[src/rtl/wb_stage.sv]
`default_nettype none
// ============================================================================
// Module      : wb_stage
// Description : Write-back stage of the 5-stage pipeline. Registers the
//               TLB-lookup result, destination address and write enable, and
//               drives them to the decode register-file write port. Supplies
//               same-cycle operand forwarding and counts retired writes.
//               Optional feature macro: WB_FORWARD_EN (forwarding logic).
//               When WB_FORWARD_EN is undefined, the forwarding outputs are
//               tied to zero.
// Revision    : 1.0 - initial release
// ============================================================================
module wb_stage #(
  parameter int DATA_W = 16,
  parameter int ADDR_W = 3,
  parameter int CNT_W  = 16
) (
  input  logic              clk,
  input  logic              reset,
  input  logic              enable_wb,
  input  logic [DATA_W-1:0] tlblookup_result,
  input  logic [ADDR_W-1:0] destReg_addr_input,
  input  logic              we_input,
  input  logic [ADDR_W-1:0] srcA_addr,
  input  logic [ADDR_W-1:0] srcB_addr,
  output logic [DATA_W-1:0] dWB,
  output logic [ADDR_W-1:0] writeAddrWB,
  output logic              writeEnableWB,
  output logic              fwdA_hit,
  output logic              fwdB_hit,
  output logic [DATA_W-1:0] fwd_data,
  output logic [CNT_W-1:0]  retired_count
);

  localparam logic [CNT_W-1:0] CNT_ONE = {{(CNT_W-1){1'b0}}, 1'b1};

  logic [DATA_W-1:0] data_r;
  logic [ADDR_W-1:0] addr_r;
  logic              valid_r;
  logic [CNT_W-1:0]  count_r;

  // Pipeline register; a stall keeps data/address but drops the strobe so
  // the write that was already performed is not repeated.
  always_ff @(posedge clk) begin
    if (reset) begin
      data_r  <= '0;
      addr_r  <= '0;
      valid_r <= 1'b0;
    end else if (enable_wb) begin
      data_r  <= tlblookup_result;
      addr_r  <= destReg_addr_input;
      valid_r <= we_input;
    end else begin
      valid_r <= 1'b0;
    end
  end

  // Retire counter: a write counts at the edge where decode commits it.
  always_ff @(posedge clk) begin
    if (reset) begin
      count_r <= '0;
    end else if (valid_r) begin
      count_r <= count_r + CNT_ONE;
    end
  end

  assign dWB           = data_r;
  assign writeAddrWB   = addr_r;
  assign writeEnableWB = valid_r;
  assign retired_count = count_r;

`ifdef WB_FORWARD_EN
  // Forwarding covers the read-during-write in the cycle the result is held.
  always_comb begin
    fwdA_hit = valid_r && (srcA_addr == addr_r);
    fwdB_hit = valid_r && (srcB_addr == addr_r);
    fwd_data = data_r;
  end
`else
  // Forwarding disabled: decode relies on register-file write-before-read.
  logic unused_src;
  assign unused_src = ^{srcA_addr, srcB_addr};

  always_comb begin
    fwdA_hit = 1'b0;
    fwdB_hit = 1'b0;
    fwd_data = '0;
  end
`endif

endmodule
`default_nettype wire

[config.mk]
export PLATFORM = sky130hd
export DESIGN_NAME = wb_stage
export DESIGN_NICKNAME = d
export VERILOG_FILES = /design/src/rtl/wb_stage.sv
export SDC_FILE = /design/constraint.sdc
export NUM_CORES = 1
export LEC_CHECK = 0
export BUFFER_PORTS_ARGS = -buffer_cell sky130_fd_sc_hd__buf_2
export CORE_UTILIZATION = 40
export CTS_BUF_LIST = sky130_fd_sc_hd__clkbuf_16
export DETAILED_ROUTE_END_ITERATION = 7
export GPL_ROUTABILITY_DRIVEN = 0
export PLACE_DENSITY = 0.87
export SKIP_LAST_GASP = 1
export SYNTH_ARGS = -nofsm -noshare
export SYNTH_HDL_FRONTEND = slang
export SYNTH_SLANG_ARGS = --single-unit
[constraint.sdc]
create_clock -name clk -period 1.6 [get_ports clk]
set_clock_uncertainty 0.05 [all_clocks]
set_input_delay 0.16 -clock clk [delete_from_list [all_inputs] [get_ports clk]]
set_output_delay 0.16 -clock clk [all_outputs]
set_load 0.02 [all_outputs]
==> results of run 1 <==
## report_power, final
part           switching (mW)  internal (mW)
logic                   0.142         0.0773
registers              0.0173          0.930
clock network           0.342          0.723
## path summary, 6_finish.rpt
| check | from | end | depth (start not counted) |
|---|---|---|---|
| min reg2reg | dWB[15] | dWB[15] | 2 |
| min | we_input | writeEnableWB | 2 |
| max reg2reg | retired_count[0] | retired_count[12] | 5 |
| max | retired_count[0] | retired_count[12] | 5 |
## state kept, by name, summed over array words and instances, names as in the netlist
signal and count:
dWB 16, retired_count 16, writeAddrWB 3, writeEnableWB 1
## layout make-up
cell class,instances,area [µm²],share of cell area
well taps,48,60.1,0.0288
repair buffers,69,373,0.179
clock inverters,3,37.5,0.0180
multi-input cells,121,756,0.362
inverters,1,3.75,0.00180
flip-flops and latches,36,731,0.350
clock buffers,5,125,0.0600
## worst max-delay path, cell delays in order (launching register included)
cell	delay [ns]
dfxtp_2	0.38
ha_4	0.14
inv_1	0.03
or4_4	0.52
xnor2_1	0.13
nor2b_1	0.12
## metrics by stage
step	std cells	power [mW]	setup slack [ns]	util
after floorplan	183	1.15	0.000719	-
final	283	2.23	0.0941	0.561
after global routing	283	2.32	0.0231	0.561
after detailed placement	275	1.19	0.0836	0.517
after CTS	283	2.26	0.0735	0.561
after global placement	275	1.18	0.101	0.517
## cells in the final DEF (no fill, tap or decap), drive strengths merged
cell,count
nor2,34
inv,1
xnor2,4
a31o,1
nand4,6
nor3,3
ha,1
and4,2
dfxtp,36
bufinv,1
and3,1
a21oi,2
or4,1
clkinv,2
mux2i,20
clkbuf,5
nand3,5
xor2,6
nand2b,1
nor2b,4
buf,69
mux2,3
and3b,1
nor4,1
o21ai,1
conb,18
or3,1
nand2,5
## timing repair
action	4_1_cts	5_1_grt
hold endpoints to repair	0	0
setup endpoints to repair	0	1
gates resized for setup	0	1
## per-layer routing
metal	vias to the layer above	share of wire	wire [µm]
met4	0	0.012	39
met1	585	0.43	1360
li1	652	-	-
met5	-	0	0
met2	50	0.49	1560
met3	4	0.066	210
## cell families (layout without fill, tap and decap cells)
family          count (synthesis)  after routing  synth area share
simple gates                   65             65             0.202
flops                          36             36             0.459
buf+inv                        26             78             0.108
mux                            23             23             0.149
xor+xnor                       10             10            0.0558
compound gates                  4              4            0.0151
fa+ha+maj                       1              1           0.00797
other cells                     1             18           0.00239
==> out/qor.yml, run 1 <==
yosys:
  synth_seq_area_share: 0.459
  synth_common_cells: "dfxtp_1, nor2_1, mux2i_1, buf_4, xor2_1"
  syn_inst: 166
  synth-seq-cells: 36
  synth_top_area_frac: 0.459
  netlist_area_um2: 1570
  synth-main-ff-cell: "dfxtp_1"
  yosys-top-cells-area: "dfxtp_1, mux2i_1, buf_4, nor2_1, xor2_1"
  synthArstFlopShare: 0
  yosys.area.top_type: "dfxtp_1"
  synth_edf_count: 0
  ys_warn_count: 0
  synth.most_common_cell: "dfxtp_1"
  postSynthAreaPerCell_um2: 9.46
  yosysUniqueCellTypes: 29
global_route:
  gr-usage-met1: 0.169
  grtUsageMet2: 0.293
  use_met3: 0.0634
  grt_usage: 0.164
  gr-total-overflow: 0
  busiest_layer: "met2"
  grt_pass1_wl_um: 5210
  grt_pass1_vias: 1231
  antenna_found_initial: 0
  grt_max_degree: 25
worst_setup_path:
  worstPathArrival_ns: 1.60
  end_kind: "register"
  reg2reg_slack_ns: 0.09
  path_class: "register to register"
  critPathLaunchType: "register"
  worst_ep_required_time_ns: 1.70
  cp_max_fo: 5
placement:
  io_buffer_count: 58
  dpl-instance-area_um2: 1920
  dp_hpwl_um: 2360
timing:
  holdWs_ns: 0.0653
  slew_headroom: 0.631
  worstMarginPinSlew_ns: 0.553
  final_hold_viol_count: 0
  fmax_mhz: 664
  fin_setup_tns_ns: 0
  finalSetupViolations: 0
  rsz0062_at_grt: "no"
  fin_crit_ns: 1.51
  layout_worst_path_cycle_share: 0.941
  slew_violations: 0
power_and_ir_drop:
  power.density_nw_per_um2: 1070
  vdd_ir_drop_max_mv: 0.656
  leakage_nw: 1.05
clock_network:
  cts_buffers: 5
  cts_hold_buf: 0
  cts.path.max_buffers: 2
  cts_tree: "built"
  clk_latency_ns: 0.28
  clkSinkCount: 36
  root_buffer: "clkbuf_16"
  post_cts_buffers: 0
  htreeDepth: 2
  clk_pin_slew_ns: 0.05
route:
  route.detailed.drc: 0
  finalWirelength_um: 3170
  first_pass_iters: 4
  post_drt_via_cell_ratio: 4.56
  ant_nets: 0
  avgRoutedWirePerCell_um: 11.2
  num_vias: 1291
  drt_iter0_markers: 32
die:
  die_w_um: 64.7
  start_util: 0.423
  dieArea_um2: 4180
  core_um2: 3720
  die_h_um: 64.7
  num_rows: 22
  io_pins: 83
layout:
  drive_gt1_frac: 0.383
  syn_to_final_growth_pct: 32.8
  design_area_um2: 2090
  nNetsFinal: 264
  n_antenna_cell: 0
  fill_cells: 363
outcome:
  outcome: "complete, no violations"
worst_hold_path:
  hp-class: "input port to register"
flow_run:
  maxCapViolCount: 0
(Power assumes the default switching activity.)
==> inputs of run 2 (changes only) <==
HOLD_SLACK_MARGIN = 0.15   (was default)
PLACE_DENSITY = 0.84   (was 0.87)
clock period = 1.9 ns   (was 1.6 ns; I/O delays follow)
==> out/qor.yml, run 2 (synthesis results as in run 1) <==
clock_network:
  clkSinkCount: 36  # unchanged
  cts_buffers: 5  # unchanged
  clk_pin_slew_ns: 0.05  # about the same
  cts_tree: "built"
  root_buffer: "clkbuf_16"
  clk_latency_ns: 0.27  # about the same
  cts.path.max_buffers: 2  # unchanged
  htreeDepth: 2  # unchanged
layout:
  ff_latch_area_um2: 721  # -1.4%
  multiInputGateArea_um2: 743  # -1.7%
  n_antenna_cell: 0  # unchanged
  drive_gt1_frac: 0.291  # -0.0915
  layout_commonest_cell: "buf_2"
  layout_common_cells: "buf_2, dfxtp_1, nor2_1"
  fill_cells: 333  # -8.3%
  syn_to_final_growth_pct: 38.6
  design_area_um2: 2180  # +4.4%
  nNetsFinal: 276  # +4.5%
timing:
  layout_worst_path_cycle_share: 0.874  # -0.0674
  finalSetupViolations: 0  # unchanged
  fin_crit_ns: 1.66  # +0.154 ns
  slew_violations: 0  # unchanged
  final.setup.worst_slack_ns: 0.240  # +0.146 ns
  slew_headroom: 0.629  # -0.00200
  rsz0062_at_grt: "no"
  final_hold_viol_count: 0  # unchanged
  worstMarginPinSlew_ns: 0.556  # +0.00301 ns
  fmax_mhz: 602  # -9.3%
  fin_setup_tns_ns: 0  # unchanged
route:
  first_pass_iters: 6  # +2
  post_drt_via_cell_ratio: 4.60  # +0.76%
  finalWirelength_um: 3370  # +6.4%
  route.detailed.drc: 0  # unchanged
  avgRoutedWirePerCell_um: 11.4  # +2.0%
  drt_iter0_markers: 38  # +19%
  num_vias: 1356  # +5.0%
  ant_nets: 0  # unchanged
global_route:
  grt_max_degree: 28  # +12%
  gr-total-overflow: 0  # unchanged
  antenna_found_initial: 0  # unchanged
  grt_pass1_wl_um: 5450  # +4.6%
  grt_pass1_vias: 1241  # +0.81%
  grt_usage: 0.176  # +0.0119
worst_setup_path:
  critPathLaunchType: "register"
  reg2reg_slack_ns: 0.24  # +0.15 ns
  path_class: "register to register"
  end_kind: "register"
  cp_max_fo: 6  # +1
  worstPathArrival_ns: 1.76  # +0.16 ns
  worst_ep_required_time_ns: 2.00  # +0.30 ns
outcome:
  outcome: "complete, no violations"
flow_run:
  maxCapViolCount: 0  # unchanged
worst_hold_path:
  hp-class: "input port to register"
die:
  core_um2: 3720  # unchanged
  dieArea_um2: 4180  # unchanged
  num_rows: 22  # unchanged
  die_w_um: 64.7  # unchanged
  start_util: 0.423  # unchanged
  die_h_um: 64.7  # unchanged
  io_pins: 83  # unchanged
power_and_ir_drop:
  vdd_ir_drop_max_mv: 0.374  # -43%
  leakage_nw: 1.09  # +3.2%
  power.density_nw_per_um2: 806  # -25%
placement:
  io_buffer_count: 58  # unchanged
  dp_hpwl_um: 2130  # -9.6%
  dpl-instance-area_um2: 1840  # -4.2%
  dp_slack_ns: 0.258  # +0.174 ns
[run 2: final timing paths]
check	start	to	cells after the start
max	retired_count[3]	retired_count[12]	4
min	reset	retired_count[7]	2
max reg2reg	retired_count[3]	retired_count[12]	4
min reg2reg	dWB[4]	dWB[4]	2
[run 2: report_power, final]
part / total [mW] / switching [mW] / internal (mW)
combinational: 0.214 / 0.125 / 0.0899
clock: 0.744 / 0.274 / 0.470
sequential: 0.796 / 0.0139 / 0.783
[run 2: cell type report]
| type | instances | share of cell area |
|---|---|---|
| Clock buffer | 5 | 0.0575 |
| Timing Repair Buffer | 81 | 0.236 |
| Multi-Input combinational cell | 121 | 0.341 |
| Inverter | 1 | 0.00172 |
| Sequential cell | 36 | 0.331 |
| Tap cell | 48 | 0.0276 |
| Clock inverter | 3 | 0.00517 |
[run 2: repair_timing]
| action | in CTS | in global routing |
|---|---|---|
| endpoints found under the setup margin | 0 | 0 |
| buffers inserted | 0 | 0 |
| gates resized for setup | 0 | 0 |
| hold endpoints to repair | 20 | 0 |
| hold buffers | 20 | 0 |
[run 2: metrics by stage]
step | utilization | hold slack [ns] | instances | total power [mW]
after floorplan | - | 0.287 | 183 | 0.964
after global placement | 0.495 | 0.372 | 267 | 0.989
after detailed placement | 0.495 | 0.385 | 267 | 0.992
after CTS | 0.586 | 0.291 | 295 | 1.77
after global routing | 0.586 | 0.330 | 295 | 1.83
final | 0.586 | 0.285 | 295 | 1.76
[run 2: critical path, cell delays in order (launching register included)]
cell and delay, ns:
dfxtp_1 0.44, nand4_2 0.22, or4_4 0.56, xnor2_1 0.13, nor2b_1 0.12
[run 2: per-layer routing]
layer  wire length, µm  track usage  vias up  share of wire
li1                  -            -      679              -
met1              1510        0.193      623           0.45
met2              1640        0.307       52           0.49
met3               194       0.0475        2          0.058
met4                24       0.0917        0         0.0071
met5                 0            0        -              0
